**config.mk**
```make
export PLATFORM = sky130hd
export DESIGN_NAME = program_loader_flat
export DESIGN_NICKNAME = d
export VERILOG_FILES = /design/src/rtl/program_loader_if.sv /design/src/rtl/program_loader.sv /design/src/flat_wrapper.sv
export SDC_FILE = /design/constraint.sdc
export NUM_CORES = 1
export LEC_CHECK = 0
export ABC_AREA = 1
export BUFFER_PORTS_ARGS = -buffer_cell sky130_fd_sc_hd__buf_2
export CORE_MARGIN = 3
export CORE_UTILIZATION = 50
export DETAILED_ROUTE_END_ITERATION = 12
export MAX_ROUTING_LAYER = met4
export PLACE_DENSITY_LB_ADDON = 0.25
export SYNTH_ARGS = -nofsm -noshare
export SYNTH_HDL_FRONTEND = slang
export SYNTH_SLANG_ARGS = --single-unit
```
**constraint.sdc**
```tcl
create_clock -name clk -period 1.85 [get_ports clk]
set_clock_uncertainty 0.1 [all_clocks]
set_input_delay 0.185 -clock clk [delete_from_list [all_inputs] [get_ports clk]]
set_output_delay 0.185 -clock clk [all_outputs]
set_load 0.01 [all_outputs]
```
**src/rtl/program_loader_if.sv**
```systemverilog
// Byte-stream intake and instruction-memory write bus of the boot loader.
// master is the loader's view; slave is the stream source / memory side.
interface program_loader_if #(
  parameter int ADDR_W = 8,
  parameter int DATA_W = 32
);
  logic [7:0]        rx_data;
  logic              rx_valid;
  logic              rx_ready;
  logic              imu_wen;
  logic [ADDR_W-1:0] imu_addr;
  logic [DATA_W-1:0] imu_data_in;

  modport master (
    input  rx_data, rx_valid,
    output rx_ready, imu_wen, imu_addr, imu_data_in
  );

  modport slave (
    output rx_data, rx_valid,
    input  rx_ready, imu_wen, imu_addr, imu_data_in
  );
endinterface

```
**src/rtl/program_loader.sv**
```systemverilog
// Boot-time loader: count byte, big-endian 32-bit payload words written to
// consecutive instruction-memory addresses, XOR checksum gates CPU release.
module program_loader #(
  parameter int ADDR_W = 8,
  parameter int DATA_W = 32
) (
  input  logic                clk,
  input  logic                clr,
  input  logic                start,
  program_loader_if.master    bus,
  output logic                cpu_hold,
  output logic                done,
  output logic                error,
  output logic [8:0]          words_loaded
);

  localparam logic [2:0] IDLE    = 3'd0;
  localparam logic [2:0] COUNT   = 3'd1;
  localparam logic [2:0] PAYLOAD = 3'd2;
  localparam logic [2:0] CHECK   = 3'd3;
  localparam logic [2:0] DONE    = 3'd4;
  localparam logic [2:0] ERROR   = 3'd5;

  logic [2:0]  state, state_nxt;
  logic [7:0]  words_left;
  logic [1:0]  byte_idx;
  logic [7:0]  csum;
  logic [23:0] shift;
  logic        accept;

  assign accept = bus.rx_valid & bus.rx_ready;

  always_comb begin
    state_nxt = state;
    case (state)
      IDLE:    if (start) state_nxt = COUNT;
      COUNT:   if (accept) state_nxt = (bus.rx_data == 8'd0) ? CHECK : PAYLOAD;
      PAYLOAD: if (accept && byte_idx == 2'd3 && words_left == 8'd1) state_nxt = CHECK;
      CHECK:   if (accept) state_nxt = (bus.rx_data == csum) ? DONE : ERROR;
      DONE:    if (start) state_nxt = COUNT;
      ERROR:   if (start) state_nxt = COUNT;
      default: state_nxt = IDLE;
    endcase
  end

  // Status outputs are registered from the next state so they change in the
  // same cycle the state does.
  always_ff @(posedge clk) begin
    if (!clr) begin
      state           <= IDLE;
      bus.rx_ready    <= 1'b0;
      bus.imu_wen     <= 1'b0;
      bus.imu_addr    <= {ADDR_W{1'b0}};
      bus.imu_data_in <= {DATA_W{1'b0}};
      cpu_hold        <= 1'b1;
      done            <= 1'b0;
      error           <= 1'b0;
      words_loaded    <= 9'd0;
      words_left      <= 8'd0;
      byte_idx        <= 2'd0;
      csum            <= 8'd0;
      shift           <= 24'd0;
    end else begin
      state        <= state_nxt;
      bus.rx_ready <= (state_nxt == COUNT) || (state_nxt == PAYLOAD) || (state_nxt == CHECK);
      cpu_hold     <= (state_nxt != DONE);
      done         <= (state_nxt == DONE);
      error        <= (state_nxt == ERROR);
      bus.imu_wen  <= 1'b0;

      // The address advances on the edge after each strobe.
      if (bus.imu_wen) begin
        bus.imu_addr <= bus.imu_addr + ADDR_W'(1);
        words_loaded <= words_loaded + 9'd1;
      end

      if (accept) begin
        case (state)
          COUNT: begin
            words_left   <= bus.rx_data;
            byte_idx     <= 2'd0;
            csum         <= 8'd0;
            bus.imu_addr <= {ADDR_W{1'b0}};
            words_loaded <= 9'd0;
          end
          PAYLOAD: begin
            shift    <= {shift[15:0], bus.rx_data};
            csum     <= csum ^ bus.rx_data;
            byte_idx <= byte_idx + 2'd1;
            // Word goes to its own register so the next byte can shift in
            // during the strobe cycle.
            if (byte_idx == 2'd3) begin
              bus.imu_wen     <= 1'b1;
              bus.imu_data_in <= DATA_W'({shift, bus.rx_data});
              words_left      <= words_left - 8'd1;
            end
          end
          default: ;
        endcase
      end
    end
  end

endmodule
```
**src/flat_wrapper.sv**
```systemverilog
// flat-port wrapper written by rule: the top's interface ports become plain ports
module program_loader_flat 
#(
  parameter int ADDR_W = 8,
  parameter int DATA_W = 32
)
  (clk, clr, start, cpu_hold, done, error, words_loaded, bus_rx_data, bus_rx_valid, bus_rx_ready, bus_imu_wen, bus_imu_addr, bus_imu_data_in);
  program_loader_if #(.ADDR_W(ADDR_W), .DATA_W(DATA_W)) bus_i ();
  input  logic clk;
  input  logic clr;
  input  logic start;
  output logic cpu_hold;
  output logic done;
  output logic error;
  output logic [8:0] words_loaded;
  input wire logic [$bits(bus_i.rx_data)-1:0] bus_rx_data;
  input wire logic [$bits(bus_i.rx_valid)-1:0] bus_rx_valid;
  output wire logic [$bits(bus_i.rx_ready)-1:0] bus_rx_ready;
  output wire logic [$bits(bus_i.imu_wen)-1:0] bus_imu_wen;
  output wire logic [$bits(bus_i.imu_addr)-1:0] bus_imu_addr;
  output wire logic [$bits(bus_i.imu_data_in)-1:0] bus_imu_data_in;
  assign bus_i.rx_data = bus_rx_data;
  assign bus_i.rx_valid = bus_rx_valid;
  assign bus_rx_ready = bus_i.rx_ready;
  assign bus_imu_wen = bus_i.imu_wen;
  assign bus_imu_addr = bus_i.imu_addr;
  assign bus_imu_data_in = bus_i.imu_data_in;
  program_loader #(.ADDR_W(ADDR_W), .DATA_W(DATA_W)) u_core (.clk(clk), .clr(clr), .start(start), .bus(bus_i), .cpu_hold(cpu_hold), .done(done), .error(error), .words_loaded(words_loaded));
endmodule
```
==> metrics.yaml, run 1 <==
outcome: "finished, final reports clean"
total_power_mw: 3.799
numCtsBuffers: 9
r2r-end: "u_core.words_left[4]$_SDFFE_PN0P_"
wirelength_um: 8902
drive_gt1_share_pct: 18.51
chipWidth_um: 96.06
hpwl_um: 6300
syn_nets: 557
ff2ff_setup_slack_ps: 200
drt_iter0_drc: 164
maxCapViolCount: 0
n_antenna_cell: 0
dr.pass1.iters: 4
synth_xor_area_share_pct: 2.160
critPathMaxFanout: 12
ys_seq_elements: 99
cp.required_ps: 1990
p_int_mw: 2.798
yosysTopAreaCellShare_pct: 48.87
seq_power_share_pct: 57.2
muxShareOfSynthArea_pct: 0
wl_per_cell_um: 12.59
die_h_um: 96.06
cts_sinks: 99
clock.fmax_mhz: 607.9
power.static_leakage_nw: 2.221
vias: 3588
relSlewSlack_pct: 63.48
synth_top_cell_by_area: "dfxtp_1"
irDropWorstVdd_uv: 541.0
synth_area_leaders: "dfxtp_1 49%, nand2_1 10%, nor2_1 9.5%"
worstReg2RegStart: "u_core.state[0]$_SDFF_PN0_"
syn-cell-area_sq_um: 4055
synth-adder-area-share_pct: 1.543
cts_tree: "done"
crit_path_end_kind: "flop"
fin_util_pct: 59.23
syn-instance-count: 540
drc: 0
swShare_pct: 26.36
r2r_cells: 7
yosysSeqAreaShare_pct: 48.87
antenna_found_initial: 0
grt_start_max_net_pins: 63
ctsResizeCount: 0
finish.instance_area_sq_um: 4624
grt_first_pass_wirelength_um: 14540
hold_path.class: "input port to flop"
io_pins: 66
final_common_cell: "nand2_1"
finalNetCount: 617
whs_path_depth: 3
p_comb_share_pct: 7.4
tns_ps: 0
cts.reportedPaths.clkPinSlew_ps: 100
cts_hold_buf: 1
mostFrequentLayoutCells: "111 x nand2_1, 103 x nor2_1, 99 x dfxtp_1, 65 x buf_2, 49 x o21ai_0"
final_antenna_net_count: 0
dieArea_sq_um: 9227
htreeDepth: 3
min_to: "u_core.bus.imu_data_in[3]$_SDFFE_PN0P_"
syn_to_final_growth_pct: 14.04
port-buffer-count: 65
grt_usage_pct: 20.63
yosysUniqueCellTypes: 33
hp-start: "bus_rx_data[3]"
period_needed_ps: 1645
n_fill_cell: 753
yosys_warnings: 0
placed_area_sq_um: 4424
setup.worst_path.start_class: "flop"
setup.worst_path.class: "flop to flop"
worstPathArrival_ps: 1780
rsz0062_at_grt: "false"
p_switching_mw: 1.001
rows: 32
period_share_pct: 88.92
synth-simple-area-share_pct: 28.97
cellPowerDensity_nw_per_um2: 821.6
synth_compound_area_share_pct: 11.51
viasPerCell: 5.075
syn_avg_cell_area_sq_um: 7.510
cts_root_buffer: "clkbuf_8"
hold_viol: 0
gp_congestion: 0.8718
post-cts-setup-buffer-count: 0
core_sq_um: 7807
clock_latency_ps: 360
synth_top_family_by_area: "simple AND/OR/NAND/NOR gates"
p_clk_share_pct: 35.4
clk_path_buf_depth: 2
setup_viol: 0
grt-ovfl-total: 0
tightest_slew_ps: 547.7
grt_pass1_vias: 3230
start_util_pct: 51.94
final_max_slew_viol_count: 0
[worst max-delay path, stage by stage (launching register included)]
cell,delay [ps]
dfxtp_1,350
inv_1,70
nor2_1,250
nand3_2,150
nand2_2,230
inv_1,130
o21ai_0,160
a21oi_1,80
[cells by family (layout without fill, tap and decap cells)]
logic type / Yosys count / in the layout
AOI/OAI and AO/OA: 87 / 87
xor gates and xnor gates: 10 / 10
adders and majority gates: 5 / 5
buffers and inverters: 63 / 128
DFF: 99 / 99
and+or+nand+nor: 276 / 276
[stage by stage]
step	hold WS (ps)	setup slack, ps	instances
finish	21.72	204.9	707
global route	24.86	78.42	707
CTS	8.639	222.8	707
detailed placement	349.7	257.5	690
global placement	344.8	316.3	690
floorplan	188.1	437.3	540
[how the worst max path moves through the flow]
stage,end,depth (start not counted),start
3_3_place_gp,u_core.bus.imu_data_in[25]$_SDFFE_PN0P_,6,u_core.byte_idx[0]$_SDFFE_PN0P_
5_1_grt,u_core.bus.imu_data_in[27]$_SDFFE_PN0P_,8,u_core.state[0]$_SDFF_PN0_
2_1_floorplan,u_core.words_left[7]$_SDFFE_PN0P_,7,u_core.bus.rx_ready$_SDFF_PN0_
6_report,u_core.words_left[4]$_SDFFE_PN0P_,7,u_core.state[0]$_SDFF_PN0_
3_5_place_dp,u_core.words_left[4]$_SDFFE_PN0P_,7,u_core.state[0]$_SDFF_PN0_
4_1_cts,u_core.words_left[4]$_SDFFE_PN0P_,7,u_core.state[0]$_SDFF_PN0_
[cell usage after synthesis (all sizes together)]
cell type,number
dfxtp,99
a21oi,28
nor3b,3
nand3,45
inv,40
xor2,6
a31oi,2
nor2,107
nor3,3
nand4,2
o31ai,1
nand2,114
o21ai,56
ha,5
xnor2,4
or2,2
clkbuf,10
buf,13
[power by group through the flow]
stage	Sequential [mW]	Clock [mW]	Combinational [mW]
after global placement	2.22	0	0.272
after detailed placement	2.22	0	0.279
after CTS	2.17	1.39	0.282
final	2.17	1.34	0.281
after global routing	2.18	1.46	0.319
after floorplan	2.22	0	0.211
[flip-flops by register name, indices dropped and copies added (netlist names)]
register and count:
u_core.done 1, u_core.csum 8, u_core.words_loaded 9, u_core.cpu_hold 1, u_core.state 3, u_core.error 1, u_core.byte_idx 2, u_core.bus.imu_data_in 32
u_core.bus.imu_addr 8, u_core.bus.rx_ready 1, u_core.shift 24, u_core.words_left 8, u_core.bus.imu_wen 1
[layout make-up]
cell class              count  area (sq um)  area share [%]
inverters                  40         152.6           3.301
multi-input cells         378          1792           38.74
repair buffers             72         380.4           8.225
clock buffers              10         137.6           2.976
well taps                 102         127.6           2.760
flip-flops and latches     99          1982           42.86
clock inverters             6         52.55           1.136
[routing by layer]
| metal | up-vias | GRT usage [%] | share of wire [%] |
|---|---|---|---|
| met3 | 11 | 3.440 | 5.9 |
| met4 | 0 | 7.938 | 1.4 |
| met2 | 90 | 33.06 | 48 |
| li1 | 1842 | - | - |
| met1 | 1645 | 26.01 | 45 |
| met5 | - | - | 0 |
Note: power is estimated with default switching activity, not from simulation.
==> run 2, diff against run 1 <==
ABC_AREA = not set   (was 1)
==> run 2 against run 1 <==
Critical endpoint is now u_core.csum[7]$_SDFFE_PN0P_. Via count is 1.4% lower. Worst hold slack worse by 2.7 ps. Routed wire length is 0.91% higher. Utilization is 1.2 points higher. Combinational power is 21% lower. Register-to-register slack worse by 50 ps. Fmax is 2.7% lower. Critical path depth is 3 lower. Sequential cell count stayed put. Sequential power hardly changed. Sequential share of layout area is 1.3 points lower. Largest cell class unchanged.
==> metrics.yaml, run 2 <==
outcome: "finished, final reports clean"  # unchanged
io_pins: 66  # unchanged
hold_viol: 0  # unchanged
post-cts-setup-buffer-count: 0  # unchanged
clock.fmax_mhz: 591.3  # was 607.9 MHz
finalNetCount: 574  # was 617
synth_top_cell_by_area: "dfxtp_1"  # unchanged
wirelength_um: 8983  # was 8902 um
setup_viol: 0  # unchanged
cts.reportedPaths.clkPinSlew_ps: 100  # about the same
final_max_slew_viol_count: 0  # unchanged
yosysTopAreaCellShare_pct: 47.93  # was 48.87%
hpwl_um: 6235  # was 6300 um
cp_num_buf_inv: 0  # was 2
p_switching_mw: 0.9578  # was 1.001 mW
relSlewSlack_pct: 70.91  # was 63.48%
top_regs: "u_core.bus.imu_data_in x32, u_core.shift x24, u_core.words_loaded x9"  # unchanged
yosysSeqAreaShare_pct: 47.93  # was 48.87%
cellPowerDensity_nw_per_um2: 776.7  # was 821.6 nW/um^2
start_util_pct: 52.43  # was 51.94%
final_antenna_net_count: 0  # unchanged
cts_root_buffer: "clkbuf_8"  # unchanged
syn_nets: 515  # was 557
critPathMaxFanout: 10  # was 12
grt_first_pass_wirelength_um: 15150  # was 14540 um
dr.pass1.iters: 4  # unchanged
hold_path.class: "input port to flop"  # unchanged
r2r_cells: 4  # was 7
antenna_found_initial: 0  # unchanged
worstPathCellList: "nand2_2 > or3_1 > o21ai_0 > a21oi_1"  # was inv_1 > nor2_1 > nand3_2 > nand2_2 > inv_1 > o21ai_0 > a21oi_1
mostFrequentLayoutCells: "123 x nand2_1, 99 x dfxtp_1, 76 x a21oi_1, 65 x buf_2, 25 x nor2_1"  # was 111 x nand2_1, 103 x nor2_1, 99 x dfxtp_1, 65 x buf_2, 49 x o21ai_0
max_stage_delay_ps: 520  # was 350 ps
grt_start_max_net_pins: 61  # was 63
synth_edf_count: 0  # unchanged
grt-ovfl-total: 0  # unchanged
period_needed_ps: 1691  # was 1645 ps
chipWidth_um: 96.94  # was 96.06 um
tightest_slew_ps: 434.5  # was 547.7 ps
syn_to_final_growth_pct: 15.22  # was 14.04%
synth_area_leaders: "dfxtp_1 48%, nand2_1 11%, a21oi_1 9.2%"  # was dfxtp_1 49%, nand2_1 10%, nor2_1 9.5%
maxCapViolCount: 0  # unchanged
ys_async_sr_fraction_pct: 0  # unchanged
p_comb_share_pct: 6.0  # was 7.4%
power.static_leakage_nw: 1.847  # was 2.221 nW
setup.worst_path.class: "flop to flop"  # unchanged
seq_power_share_pct: 58.2  # was 57.2%
rsz0062_at_grt: "false"  # unchanged
dieArea_sq_um: 9397  # was 9227 sq um
synth_common_cells: "123 x nand2_1, 99 x dfxtp_1, 76 x a21oi_1"  # was 111 x nand2_1, 103 x nor2_1, 99 x dfxtp_1
port-buffer-count: 65  # unchanged
regMostFlops: "u_core.bus.imu_data_in"  # unchanged
n_antenna_cell: 0  # unchanged
yosysUniqueCellTypes: 51  # was 33
crit_slowest_cell: "or3_1"  # was dfxtp_1
ctsResizeCount: 0  # unchanged
worstPathArrival_ps: 1830  # was 1780 ps
rows: 32  # unchanged
crit_family: "simple AND/OR/NAND/NOR gates"  # unchanged
syn_avg_cell_area_sq_um: 8.304  # was 7.510 sq um
setup.worst_path.start_class: "flop"  # unchanged
total_power_mw: 3.701  # was 3.799 mW
largest_reg_flops: 32  # unchanged
syn-instance-count: 498  # was 540
n_fill_cell: 725  # was 753
clk_path_buf_depth: 2  # unchanged
cts_hold_buf: 0  # was 1
grt_usage_pct: 19.53  # was 20.63%
crit_path_end_kind: "flop"  # unchanged
htreeDepth: 3  # unchanged
yosys_warnings: 0  # unchanged
die_h_um: 96.94  # was 96.06 um
wl_per_cell_um: 13.53  # was 12.59 um
syn-cell-area_sq_um: 4135  # was 4055 sq um
whs_path_depth: 3  # unchanged
cts_tree: "done"  # unchanged
cts_sinks: 99  # unchanged
swShare_pct: 25.88  # was 26.36%
core_sq_um: 7888  # was 7807 sq um
cp.required_ps: 1990  # about the same
crit_cells: 4  # was 7
ys_seq_elements: 99  # unchanged
clock_latency_ps: 370  # was 360 ps
period_share_pct: 91.42  # was 88.92%
synth-main-ff-cell: "dfxtp_1"  # unchanged
yosysMostFrequentCell: "nand2_1"  # unchanged
tns_ps: 0  # unchanged
drive_gt1_share_pct: 19.40  # was 18.51%
final_common_cell: "nand2_1"  # unchanged
gp_congestion: 0.8299  # was 0.8718
irDropWorstVdd_uv: 381.7  # was 541.0 uV
p_clk_share_pct: 35.7  # was 35.4%
drc: 0  # unchanged
p_int_mw: 2.743  # was 2.798 mW
numCtsBuffers: 9  # unchanged
vias: 3539  # was 3588
drt_iter0_drc: 198  # was 164
viasPerCell: 5.330  # was 5.075
grt_pass1_vias: 3272  # was 3230
## run 2: cell types whose count changed in the layout (fill, tap and decap cells not counted), moves of 30 or more
cell | previous run | this run
a21oi_1 | 27 | 76
inv_1 | 35 | 5
o21ai_0 | 49 | 15
nand3_1 | 43 | 7
nor2_1 | 103 | 25
## run 2: area by class of cell
cell class	instances	area, sq um	share of cell area [%]
inverters	6	22.52	0.4727
multi-input cells	359	1941	40.73
repair buffers	82	503.0	10.56
clock buffers	10	127.6	2.679
flip-flops and latches	99	1982	41.60
clock inverters	6	61.31	1.287
well taps	102	127.6	2.679
## run 2: final timing paths
kind / start / end / slack, ps
min reg2reg: u_core.bus.imu_data_in[22]$_SDFFE_PN0P_ / u_core.bus.imu_data_in[22]$_SDFFE_PN0P_ / 350
max: u_core.bus.rx_ready$_SDFF_PN0_ / u_core.csum[7]$_SDFFE_PN0P_ / 160
min: bus_rx_data[4] / u_core.shift[4]$_SDFFE_PN0P_ / 20
max reg2reg: u_core.bus.rx_ready$_SDFF_PN0_ / u_core.csum[7]$_SDFFE_PN0P_ / 160
## run 2: power by group through the flow
stage	combinational, mW	clock, mW	sequential (mW)
4_1_cts	0.223	1.34	2.15
3_3_place_gp	0.218	0	2.20
3_5_place_dp	0.222	0	2.20
5_1_grt	0.244	1.43	2.16
2_1_floorplan	0.148	0	2.20
6_report	0.223	1.32	2.15
## run 2: tightest hold or removal path: cells and delay by family
| kind | cells | cell delay [ps] |
|---|---|---|
| AO/OA/AOI/OAI | 1 | 50 |
| AND/OR/NAND/NOR | 1 | 70 |
| buffers and inverters | 1 | 140 |
## run 2: routing by layer
layer / GRT usage (%) / routed length [um]
met4: 4.752 / 104
met1: 25.67 / 4306
met2: 30.47 / 4229
met5: - / 0
met3: 4.758 / 342
## run 2: logic make-up after synthesis
group           after synthesis  synth area share (%)
simple gates                218                 24.96
flops                        99                 47.93
buf+inv                      40                 5.144
xor+xnor                     21                 4.448
compound gates              111                 15.01
mux                           4                0.9985
fa+ha+maj                     5                 1.513
## run 2: per-stage QoR
step | worst slack [ps] | util [%] | hold WS, ps | instance area (sq um) | std cells
5_1_grt | 30.05 | 60.41 | 22.51 | 4765 | 664
2_1_floorplan | 236.5 | - | 218.4 | 4135 | 498
4_1_cts | 163.6 | 60.41 | 12.81 | 4765 | 664
3_5_place_dp | 135.4 | 58.01 | 344.1 | 4576 | 648
3_3_place_gp | 143.6 | 58.01 | 340.0 | 4576 | 648
6_report | 158.8 | 60.41 | 19.04 | 4765 | 664
